<file path="src/rtl/xbar_pkg.sv">
// Shared types and round-robin pick helper for the stream crossbar scheduler.
// Exposes the per-master grant state and a wrap-around first-set search.
package xbar_pkg;

    typedef enum logic {IDLE, LOCK} grant_state_e;

    localparam int RR_MAX = 32;

    typedef struct packed {
        logic       found;
        logic [4:0] idx;
    } rr_pick_t;

    // First set bit of req at or after ptr, wrapping modulo n.
    function automatic rr_pick_t rr_pick(
        input logic [RR_MAX-1:0] req,
        input int unsigned       ptr,
        input int unsigned       n
    );
        rr_pick_t    r;
        int unsigned k;
        r = '0;
        for (int unsigned o = 0; o < RR_MAX; o++) begin
            if (o < n) begin
                k = ptr + o;
                if (k >= n) k = k - n;
                if (!r.found && req[k]) begin
                    r.found = 1'b1;
                    r.idx   = 5'(k);
                end
            end
        end
        return r;
    endfunction

endpackage

</file>
<file path="src/rtl/xbar_rr_arbiter.sv">
// One master port's round-robin grant FSM: pointer, owner id and lock.
// Ports: clk, rst, req (eligible slaves), done (owner's last beat taken), busy, id.
module xbar_rr_arbiter
    import xbar_pkg::*;
#(
    parameter int S_DATA_COUNT = 2,
    parameter int T_ID___WIDTH = 1
) (
    input  logic                    clk,
    input  logic                    rst,
    input  logic [S_DATA_COUNT-1:0] req,
    input  logic                    done,
    output logic                    busy,
    output logic [T_ID___WIDTH-1:0] id
);

    grant_state_e            state;
    logic [T_ID___WIDTH-1:0] ptr;
    logic [T_ID___WIDTH-1:0] nxt;
    logic [T_ID___WIDTH-1:0] base;
    logic [S_DATA_COUNT-1:0] cand;
    rr_pick_t                pick;

    // On release the search restarts after the owner, owner excluded,
    // so a waiting competitor takes over without a bubble.
    always_comb begin
        nxt  = (32'(id) == S_DATA_COUNT - 1) ? '0 : id + 1'b1;
        cand = req;
        if (state == LOCK) cand[id] = 1'b0;
        base = (state == LOCK) ? nxt : ptr;
        pick = rr_pick(RR_MAX'(cand), 32'(base), 32'(S_DATA_COUNT));
    end

    always_ff @(posedge clk or posedge rst) begin
        if (rst) begin
            state <= IDLE;
            ptr   <= '0;
            id    <= '0;
        end else begin
            unique case (state)
                IDLE: begin
                    if (pick.found) begin
                        state <= LOCK;
                        id    <= pick.idx[T_ID___WIDTH-1:0];
                    end
                end
                LOCK: begin
                    if (done) begin
                        ptr <= nxt;
                        if (pick.found) id <= pick.idx[T_ID___WIDTH-1:0];
                        else            state <= IDLE;
                    end
                end
                default: state <= IDLE;
            endcase
        end
    end

    assign busy = (state == LOCK);

endmodule

</file>
<file path="src/rtl/xbar_grant_scheduler.sv">
// Per-output packet scheduler: one RR arbiter per master, packet-granular locks.
// Ports: s_valid_i/s_dest_i/s_last_i/s_ready_o (slaves), m_ready_i/m_valid_o/m_id_o/m_busy_o (masters).
module xbar_grant_scheduler
    import xbar_pkg::*;
#(
    parameter  int S_DATA_COUNT = 2,
    parameter  int M_DATA_COUNT = 3,
    localparam int T_ID___WIDTH = (S_DATA_COUNT > 1) ? $clog2(S_DATA_COUNT) : 1,
    localparam int T_DEST_WIDTH = (M_DATA_COUNT > 1) ? $clog2(M_DATA_COUNT) : 1
) (
    input  logic                                 clk,
    input  logic                                 rst,
    input  logic [S_DATA_COUNT-1:0]              s_valid_i,
    input  logic [S_DATA_COUNT*T_DEST_WIDTH-1:0] s_dest_i,
    input  logic [S_DATA_COUNT-1:0]              s_last_i,
    output logic [S_DATA_COUNT-1:0]              s_ready_o,
    input  logic [M_DATA_COUNT-1:0]              m_ready_i,
    output logic [M_DATA_COUNT-1:0]              m_valid_o,
    output logic [M_DATA_COUNT*T_ID___WIDTH-1:0] m_id_o,
    output logic [M_DATA_COUNT-1:0]              m_busy_o
);

    logic [T_DEST_WIDTH-1:0] dest_a [S_DATA_COUNT];
    logic [T_ID___WIDTH-1:0] id_a   [M_DATA_COUNT];
    logic [S_DATA_COUNT-1:0] req_m  [M_DATA_COUNT];
    logic [S_DATA_COUNT-1:0] in_range;
    logic [S_DATA_COUNT-1:0] owned;
    logic [S_DATA_COUNT-1:0] own_rdy;
    logic [M_DATA_COUNT-1:0] busy;
    logic [M_DATA_COUNT-1:0] done;

    always_comb begin
        owned     = '0;
        own_rdy   = '0;
        s_ready_o = '0;
        m_valid_o = '0;
        m_id_o    = '0;
        done      = '0;
        for (int i = 0; i < S_DATA_COUNT; i++) begin
            dest_a[i]   = s_dest_i[i*T_DEST_WIDTH +: T_DEST_WIDTH];
            in_range[i] = 32'(dest_a[i]) < M_DATA_COUNT;
        end
        for (int j = 0; j < M_DATA_COUNT; j++) begin
            m_id_o[j*T_ID___WIDTH +: T_ID___WIDTH] = id_a[j];
            for (int i = 0; i < S_DATA_COUNT; i++) begin
                if (busy[j] && id_a[j] == T_ID___WIDTH'(i)) begin
                    owned[i]   = 1'b1;
                    own_rdy[i] = m_ready_i[j];
                end
            end
            m_valid_o[j] = busy[j] & s_valid_i[id_a[j]];
            done[j]      = m_valid_o[j] & m_ready_i[j] & s_last_i[id_a[j]];
        end
        // Out-of-range destinations are sunk so the slave never stalls.
        for (int i = 0; i < S_DATA_COUNT; i++) begin
            s_ready_o[i] = owned[i] ? own_rdy[i] : ~in_range[i];
        end
        for (int j = 0; j < M_DATA_COUNT; j++) begin
            req_m[j] = '0;
            for (int i = 0; i < S_DATA_COUNT; i++) begin
                req_m[j][i] = s_valid_i[i] & ~owned[i]
                            & (dest_a[i] == T_DEST_WIDTH'(j));
            end
        end
    end

    for (genvar g = 0; g < M_DATA_COUNT; g++) begin : g_arb
        xbar_rr_arbiter #(
            .S_DATA_COUNT (S_DATA_COUNT),
            .T_ID___WIDTH (T_ID___WIDTH)
        ) u_arb (
            .clk  (clk),
            .rst  (rst),
            .req  (req_m[g]),
            .done (done[g]),
            .busy (busy[g]),
            .id   (id_a[g])
        );
    end

    assign m_busy_o = busy;

endmodule

</file>
<file path="config.mk">
export PLATFORM = sky130hd
export DESIGN_NAME = xbar_grant_scheduler
export DESIGN_NICKNAME = d
export VERILOG_FILES = /design/src/rtl/xbar_pkg.sv /design/src/rtl/xbar_rr_arbiter.sv /design/src/rtl/xbar_grant_scheduler.sv
export SDC_FILE = /design/constraint.sdc
export NUM_CORES = 1
export LEC_CHECK = 0
export ABC_AREA = 1
export BUFFER_PORTS_ARGS = -buffer_cell sky130_fd_sc_hd__buf_2
export CELL_PAD_IN_SITES_DETAIL_PLACEMENT = 0
export CELL_PAD_IN_SITES_GLOBAL_PLACEMENT = 2
export CORE_ASPECT_RATIO = 0.9
export CORE_MARGIN = 4
export CORE_UTILIZATION = 25
export DETAILED_ROUTE_END_ITERATION = 10
export PLACE_DENSITY = 0.83
export SLEW_MARGIN = 20
export SYNTH_ARGS = -nofsm -noshare
export SYNTH_HDL_FRONTEND = slang
export SYNTH_SLANG_ARGS = --single-unit
</file>
<file path="constraint.sdc">
create_clock -name clk -period 1.4 [get_ports clk]
set_input_delay 0.07 -clock clk [delete_from_list [all_inputs] [get_ports clk]]
set_output_delay 0.07 -clock clk [all_outputs]
set_load 0.01 [all_outputs]
</file>
Word-level counts from Yosys, hierarchy flattened
Index checks and enable logic that the tools add are counted.
Widths: inputs -> output; s select.
- output and inout port bits: 11
- register bits: 9
- equality and inequality tests: 7
- mux-type cells: 83
- magnitude comparators: 20
- $add $sub $neg: 12
- bitwise gates (word level): 33
- reductions and logical operators: 20
- operators with widths (cell ; count):
    $lt 32x6->1 const B ; 6
    $mux 32 ; 6
    $ge 32x2->1 const B ; 3
    $sub 32x2->32 const B ; 3
    $mux 1 ; 53
    $mux 6 ; 6
    $bmux 1 s5 ; 6
    $and 1x1->1 ; 17
    $logic_and 1x1->1 ; 12
    $pmux 1 s2 ; 6
    $not 1->1 ; 10
    $sub 1x2->3 const B ; 3
    $add 1x1->2 const B ; 3
    $and 2x2->2 ; 3
    $ge 1x2->1 const B ; 3
    $lt 1x2->1 const B ; 3
    $mux 2 ; 3
    $ne 2x1->1 const B ; 3
    $not 2->2 ; 3
    $reduce_and 2->1 ; 3
    $eq 2x1->1 const B ; 2
    $eq 2x2->1 const B ; 2
    $logic_not 2->1 ; 2
    $lt 2x2->1 const B ; 2
    other kinds (4) ; 12

Longest topological paths before layout
Gate-level depths: netlist of the first run.
- depth in word-level cells: 19
- depth in mapped cells: 11
- mapped depth without buffers: 10

Hierarchy
Synthesis of the first run repeated with hierarchy kept, for this count alone.
- cell total of the unflattened synthesis: 143
- area, all modules: 843.3 um^2
- by module, submodules not included (module ; instances ; cells each ; area an instance (um^2)):
    xbar_rr_arbiter ; 3 ; 28 ; 183.9
    xbar_grant_scheduler ; 1 ; 59 ; 291.5

Worst setup path after synthesis of the first run
OpenSTA, ideal clock, no wires.
- kind: reg2out
- start: register g_arb[2].u_arb.id
- end: output port s_ready_o[0]
- data arrival time: 1220 ps
- cell stages (with the launch flop): 6
- path slack: 110 ps
- path through: dfrtp_1 buf_4 inv_1 nand2_2 nand3_1 o311ai_0
- word-level cells in the longest chain between the ends: 4
- RTL lines (what ; RTL line ; text):
    from (decl) ; xbar_rr_arbiter.sv:14 ; output logic [T_ID___WIDTH-1:0] id
    from (signal assigned) ; xbar_rr_arbiter.sv:44 ; id <= pick.idx[T_ID___WIDTH-1:0];
    from (signal assigned) ; xbar_rr_arbiter.sv:50 ; if (pick.found) id <= pick.idx[T_ID___WIDTH-1:0];
    $not 1->1 (*) ; xbar_grant_scheduler.sv:46 ; if (busy[j] && id_a[j] == T_ID___WIDTH'(i)) begin
    $logic_and 1x1->1 (*) ; xbar_grant_scheduler.sv:46 ;
    $mux 1 ; xbar_grant_scheduler.sv:46 ;
    $mux 1 (*) ; xbar_grant_scheduler.sv:56 ; s_ready_o[i] = owned[i] ? own_rdy[i] : ~in_range[i];
    to (decl) ; xbar_grant_scheduler.sv:16 ; output logic [S_DATA_COUNT-1:0] s_ready_o,
Mark *: on every way between the ends. The rest lies on a longest branch, timed or not.

Final worst setup path of the first run
- start: register g_arb[1].u_arb.id
- end: output port s_ready_o[0]
- word-level cells in the longest chain between the ends: 5
- RTL lines (what ; RTL line):
    from (decl) ; xbar_rr_arbiter.sv:14
    from (signal assigned) ; xbar_rr_arbiter.sv:44
    from (signal assigned) ; xbar_rr_arbiter.sv:50
    $not 1->1 (*) ; xbar_grant_scheduler.sv:46
    $logic_and 1x1->1 (*) ; xbar_grant_scheduler.sv:46
    $mux 1 (2 in series) ; xbar_grant_scheduler.sv:46
    $mux 1 (*) ; xbar_grant_scheduler.sv:56
Marks and branches as above.

==> flow_summary_export.csv, run 1 <==
group,metric,value,unit
routing,wl,2390,um
sta,finalMaxSlewViolations,0,
logic_synthesis,synth.net_count,131,
placed_design,port_buffers,23,
finish,flow.area_growth_from_synthesis,50.7,%
logic_synthesis,yosys_reg_bits,9,
routing,drtPass1Iterations,4,
logic_synthesis,syn_inst,118,
clock_tree,cts_sinks,9,
sta,fin_worst_hold_slack,0.131,ns
setup_path,critical_path.startpoint_type,"register",
finish,finish.utilization,40.5,%
logic_synthesis,post_synth_fa_ha_maj_area_fraction,0,%
setup_path,worstSetupPathType,"register to output pin",
pwr,pd_cells,2040,nW/um^2
sta,post-route-worst-setup-slack,-0.0225,ns
routing,met1Wirelength,1130,um
grt,pin_count_of_the_biggest_net_entering_global_routing,10,
job,maxCapViolations,0,
sta,period_minus_slack,1.42,ns
floorplanning,die_area,4000,um^2
floorplanning,placeableCoreArea,2840,um^2
floorplanning,placement_rows,18,
routing,wl_met3,142,um
floorplanning,initial_core_util,26.9,%
setup_path,critical_path_buf_inv_count,2,
logic_synthesis,synth_cell_types,19,
setup_path,critPathArrivalTime,1.35,ns
pwr,vdd_ir_drop_max,0.000746,V
logic_synthesis,synth.yosys.warnings,0,
clock_tree,cts_made_buffers,3,
logic_synthesis,syn_area_per_cell,6.47,um^2
logic_synthesis,netlist_area,763,um^2
logic_synthesis,dominantRegCellSynth,"sky130_fd_sc_hd__dfrtp_1",
clock_tree,htreeDepth,1,
pwr,power.total,2350,uW
logic_synthesis,synth_top_family_by_area,"simple AND/OR/NAND/NOR gates",
placed_design,gp_congestion,0.768,
setup_path,library_cell_contributing_the_largest_single_delay_on_the_critical_path,"sky130_fd_sc_hd__dfrtp_2",
routing,routed_via_density,4.58,
finish,layout.cells.most_common_list,"28 x sky130_fd_sc_hd__nand2_1, 23 x sky130_fd_sc_hd__buf_2, 13 x sky130_fd_sc_hd__inv_1, 12 x sky130_fd_sc_hd__nand3_1, 12 x sky130_fd_sc_hd__buf_4",
routing,antenna_left,0,
finish,num-nets-final,169,
clock_tree,clk-insertion-delay-late,0.26,ns
finish,post_layout_nonfiller_instances,195,
outcome,failing_checks,"setup timing",
logic_synthesis,synth_xor_area_share,0,%
sta,actual_transition_at_the_worst_max_transition_pin,0.409,ns
logic_synthesis,async_reset_ff_share,100,%
logic_synthesis,synth_edf_count,0,
routing,via_count,893,
setup_path,worst_setup_path_end_kind,"output pin",
sta,final_hold_fails,0,
sta,rsz0062_at_grt,"true",
finish,antennaDiodeCount,0,
finish,share_of_layout_cells_above_drive_strength_1,45.8,%
clock_tree,cts_tree,"built",
routing,detail_route.drc_violations,0,
worst_hold_path,min-delay-path-class,"input pin to register",
grt,grt_overflow,0,
logic_synthesis,synth.area.mux_share,0,%
floorplanning,die_h,60.4,um
grt,number_of_global_route_vias_before_repair,826,
setup_path,crit_path_cell_trace,"inv_2, nand2_4, o211ai_1, o311ai_2, buf_2",
placed_design,dp_hpwl,1830,um
logic_synthesis,yosys.area_share.simple,38.7,%
routing,routedWlPerCell,12.2,um
setup_path,critPathMaxFanout,5,
sta,clock-skew-final,0.00400,ns
setup_path,worst_path_largest_cell_delay,0.43,ns
outcome,run_status,"finished with violations",
clock_tree,clock_path_buffers,2,
setup_path,worst_ep_required_time,1.33,ns
placed_design,pre_cts_ws,0.0486,ns
logic_synthesis,synth_seq_area_share,29.5,%
sta,timing.slew.headroom,72.7,%
setup_path,cpLargestDelayFamily,"flip-flops",
grt,grt.total_usage,12.5,%
finish,layout_commonest_cell,"sky130_fd_sc_hd__nand2_1",
routing,wl_met2,1120,um
routing,dr.max_layer_used,"met3",
floorplanning,floorplan_die_width,66.2,um
placed_design,dp.cells,179,
grt,grt_first_pass_wirelength,3730,um
pwr,p_leak,0.000600,uW
routing,initialDrtViolationCount,24,
floorplanning,io-pin-count,24,
sta,max_clock_freq,0.703,GHz
sta,post-route-period-util,102,%
sta,final-setup-viol-count,1,
grt,number_of_antenna_violations_at_the_first_check_in_global_routing,0,
clock_tree,cts-root-buf,"sky130_fd_sc_hd__clkbuf_4",
logic_synthesis,synth_compound_gate_area_share,17.5,%
clock_tree,worst_setup_hold_path_clk_slew,0.06,ns
## kinds of logic (layout without fill, tap and decap cells)
family | count (synthesis) | after routing
AOI/OAI and AO/OA | 23 | 23
buffers and inverters | 22 | 59
and+or+nand+nor | 64 | 64
DFF | 9 | 9
## final timing paths
path                                             to               start  depth (start not counted)  slack (ns)
worst max-delay path                   s_ready_o[0]   g_arb[1].u_arb.id                          5       -0.02
max in group asynchronous         g_arb[0].u_arb.id                 rst                          3        0.76
worst max register to register    g_arb[0].u_arb.id   g_arb[0].u_arb.id                          7        0.06
worst min-delay path            g_arb[0].u_arb.busy        s_valid_i[0]                          3        0.13
worst min register to register   g_arb[0].u_arb.ptr  g_arb[0].u_arb.ptr                          2        0.50
min in group asynchronous        g_arb[2].u_arb.ptr                 rst                          3        0.33
## metrics by stage
step | instance area, um^2 | TNS, ns
2_1_floorplan | 763 | 0
3_3_place_gp | 913 | 0
3_5_place_dp | 913 | 0
4_1_cts | 1040 | -0.0952
5_1_grt | 1150 | -0.260
6_report | 1150 | -0.0225
## worst min-delay path, cell delays in order
cell and delay [ns]:
sky130_fd_sc_hd__buf_2 0.10, sky130_fd_sc_hd__nand3_1 0.10, sky130_fd_sc_hd__nand3_1 0.09
## layer usage
layer | up-vias | global-route usage, %
li1 | 461 | -
met2 | 28 | 20.2
met1 | 404 | 16.3
met4 | 0 | 2.61
met5 | - | 0
met3 | 0 | 4.07
## flip-flops by register name (all words and copies together) (netlist names)
signal	count
g_arb.u_arb.busy	3
g_arb.u_arb.id	3
g_arb.u_arb.ptr	3
## synthesized netlist by cell type, types with 2 or more instances
| master | instances | area share (%) |
|---|---|---|
| sky130_fd_sc_hd__nand2_2 | 3 | 2.5 |
| sky130_fd_sc_hd__o22ai_1 | 2 | 1.6 |
| sky130_fd_sc_hd__o211ai_1 | 3 | 3.0 |
| sky130_fd_sc_hd__o21ai_0 | 10 | 6.6 |
| sky130_fd_sc_hd__nand3_1 | 15 | 9.8 |
| sky130_fd_sc_hd__nand3b_1 | 2 | 2.0 |
| sky130_fd_sc_hd__o21a_1 | 2 | 2.0 |
| sky130_fd_sc_hd__dfrtp_1 | 9 | 30 |
| sky130_fd_sc_hd__nor2_2 | 3 | 2.5 |
| sky130_fd_sc_hd__buf_4 | 7 | 6.9 |
| sky130_fd_sc_hd__nor2_1 | 7 | 3.4 |
| sky130_fd_sc_hd__o21ai_1 | 4 | 2.6 |
| sky130_fd_sc_hd__inv_1 | 14 | 6.9 |
| sky130_fd_sc_hd__nand2_1 | 32 | 16 |
## cell type report
type,count,area (um^2)
Clock buffer,4,26.3
Sequential cell,9,229
Multi-Input combinational cell,87,528
Tap cell,40,50.0
Fill cell,324,1690
Inverter,15,56.3
Timing Repair Buffer,40,260
## what timing repair did
item / in CTS / in global routing
pin swaps: 4 / 15
buffers inserted: 8 / 3
gates resized for setup: 11 / 25
setup endpoints to repair: 2 / 8
hold buffers: 1 / 0
hold endpoints to repair: 9 / 0
## report_power, final
group	leakage (uW)	internal (uW)	switching (uW)	total, uW
registers	0.000106	388	140	528
clock network	0.0000150	110	95.6	206
logic	0.000479	753	862	1620
Power figures use the tool's default switching activity.
==> inputs of run 2 (changes only) <==
Clock period 1.4 ns to 1.5 ns, I/O delays scaled along.
==> flow_summary_export.csv, run 2 (synthesis results as in run 1) <==
group,metric,value,unit
grt,pin_count_of_the_biggest_net_entering_global_routing,10,
placed_design,dp_hpwl,1760,um
grt,grt_first_pass_wirelength,3710,um
sta,final_hold_fails,0,
finish,flow.area_growth_from_synthesis,33.8,%
routing,drtPass1Iterations,4,
finish,share_of_layout_cells_above_drive_strength_1,36.2,%
setup_path,critical_path.startpoint_type,"register",
clock_tree,clock_path_buffers,2,
pwr,p_leak,0.000540,uW
setup_path,timing.critical_path.to,"s_ready_o[1]",
routing,routedWlPerCell,12.4,um
outcome,run_status,"completed",
finish,total_area_of_multi_input_combinational_cells,458,um^2
setup_path,worstSetupPathType,"register to output pin",
clock_tree,cts_sinks,9,
routing,antenna_left,0,
grt,number_of_global_route_vias_before_repair,805,
clock_tree,cts-root-buf,"sky130_fd_sc_hd__clkbuf_4",
pwr,seq_power_share,27.7,%
clock_tree,clk-insertion-delay-late,0.26,ns
setup_path,critical_path_stages,6,
sta,max_clock_freq,0.672,GHz
finish,post_layout_nonfiller_instances,189,
floorplanning,initial_core_util,26.9,%
clock_tree,cts_made_buffers,3,
sta,actual_transition_at_the_worst_max_transition_pin,0.414,ns
sta,clock-skew-final,0.00518,ns
pwr,power_dissipated_by_switching_net_loads,916,uW
setup_path,critPathMaxFanout,4,
pwr,swShare,48.2,%
sta,rsz0062_at_grt,"true",
setup_path,worst_ep_required_time,1.42,ns
routing,initialDrtViolationCount,30,
sta,period_minus_slack,1.49,ns
finish,num-fill-cells,321,
setup_path,worst-r2r-setup-slack,0.08,ns
routing,wl,2350,um
sta,finalMaxSlewViolations,0,
sta,final-setup-viol-count,0,
grt,grt_overflow,0,
routing,detail_route.drc_violations,0,
grt,grt.total_usage,12.3,%
pwr,pwr-share-comb,62.0,%
placed_design,dp.cells,176,
finish,layout.cells.most_common_list,"31 x sky130_fd_sc_hd__nand2_1, 23 x sky130_fd_sc_hd__buf_2, 14 x sky130_fd_sc_hd__nand3_1, 13 x sky130_fd_sc_hd__inv_1, 10 x sky130_fd_sc_hd__buf_4",
setup_path,regToRegStartpoint,"g_arb[2].u_arb.id",
grt,number_of_antenna_violations_at_the_first_check_in_global_routing,0,
floorplanning,die_area,4000,um^2
sta,post-route-period-util,99.2,%
finish,area.sequential,230,um^2
setup_path,library_cell_contributing_the_largest_single_delay_on_the_critical_path,"sky130_fd_sc_hd__dfrtp_1",
setup_path,worstRegToRegCells,8,
floorplanning,floorplan_die_width,66.2,um
setup_path,critPathArrivalTime,1.41,ns
routing,via_count,881,
finish,antennaDiodeCount,0,
clock_tree,htreeDepth,1,
clock_tree,cts_tree,"built",
pwr,p_clk_share,10.3,%
worst_hold_path,min-delay-path-class,"input pin to register",
setup_path,worst_path_largest_cell_delay,0.43,ns
pwr,power.total,1900,uW
pwr,intPower,984,uW
placed_design,postPlaceCellArea,891,um^2
finish,finish.utilization,36.0,%
finish,final_cell_area,1020,um^2
placed_design,gp_congestion,0.794,
setup_path,critical_path_buf_inv_count,2,
setup_path,worst_setup_path_end_kind,"output pin",
floorplanning,placeableCoreArea,2840,um^2
finish,num-nets-final,163,
placed_design,port_buffers,23,
floorplanning,placement_rows,18,
finish,layout_commonest_cell,"sky130_fd_sc_hd__nand2_1",
sta,timing.slew.headroom,72.4,%
clock_tree,worst_setup_hold_path_clk_slew,0.07,ns
setup_path,crit_path_cell_trace,"nand2_2, buf_4, o21ai_1, o211ai_1, o211ai_1, buf_2",
setup_path,startpoint,"g_arb[0].u_arb.busy",
setup_path,cpLargestDelayFamily,"flip-flops",
pwr,pd_cells,1860,nW/um^2
setup_path,path_common_cell,"sky130_fd_sc_hd__o211ai_1",
setup_path,worst_r2r_endpoint,"g_arb[2].u_arb.id",
pwr,vdd_ir_drop_max,0.000809,V
sta,total_negative_slack_for_setup_checks,0,ns
routing,routed_via_density,4.66,
job,maxCapViolations,0,
floorplanning,die_h,60.4,um
floorplanning,io-pin-count,24,
[run 2: worst min-delay path by stage]
stage / slack, ns / cells past startpoint / from / endpoint
CTS: 0.12 / 3 / m_ready_i[0] / g_arb[0].u_arb.ptr
global route: 0.13 / 3 / m_ready_i[0] / g_arb[0].u_arb.ptr
global placement: 0.07 / 2 / rst / g_arb[1].u_arb.ptr
floorplan: -0.1 / 1 / rst / g_arb[0].u_arb.busy
finish: 0.13 / 3 / m_ready_i[0] / g_arb[0].u_arb.ptr
detailed placement: 0.08 / 2 / rst / g_arb[2].u_arb.id
[run 2: area by class of cell]
cell class / instances / share of cell area [%]
repair buffers: 34 / 19.6
flip-flops and latches: 9 / 22.5
clock buffers: 4 / 2.57
multi-input cells: 87 / 44.9
well taps: 40 / 4.90
inverters: 15 / 5.51
[run 2: per-stage QoR]
step	hold slack (ns)	setup slack, ns
finish	0.126	0.0121
global route	0.130	-0.0400
CTS	0.117	-0.00787
detailed placement	0.0805	0.0867
global placement	0.0720	0.0311
floorplan	-0.0971	0.205
[run 2: repair_timing]
action                                  CTS  global route
setup buffers                             5             3
resized for setup                         5            11
endpoints found under the hold margin     9             0
pin swaps                                 0             3
hold buffers                              1             0
endpoints found under the setup margin    3             5
[run 2: power groups by stage]
| stage | sequential, uW | clock, uW | combinational (uW) |
|---|---|---|---|
| after floorplan | 467 | 0 | 766 |
| after global routing | 545 | 221 | 1310 |
| after detailed placement | 520 | 0 | 938 |
| final | 527 | 196 | 1180 |
| after global placement | 519 | 0 | 935 |
| after CTS | 509 | 207 | 1050 |
[run 2: tightest hold or removal path, stage by stage]
cell and delay, ns:
sky130_fd_sc_hd__buf_2 0.11, sky130_fd_sc_hd__nand3_1 0.09, sky130_fd_sc_hd__o21ai_0 0.07
[run 2: per-layer routing]
layer / track usage, % / part of all wire (%) / vias up
met2: 20.7 / 48 / 27
met3: 4.63 / 6.1 / 4
met4: 4.06 / 1.3 / 0
li1: - / - / 449
met1: 14.7 / 45 / 401
met5: 0 / 0 / -
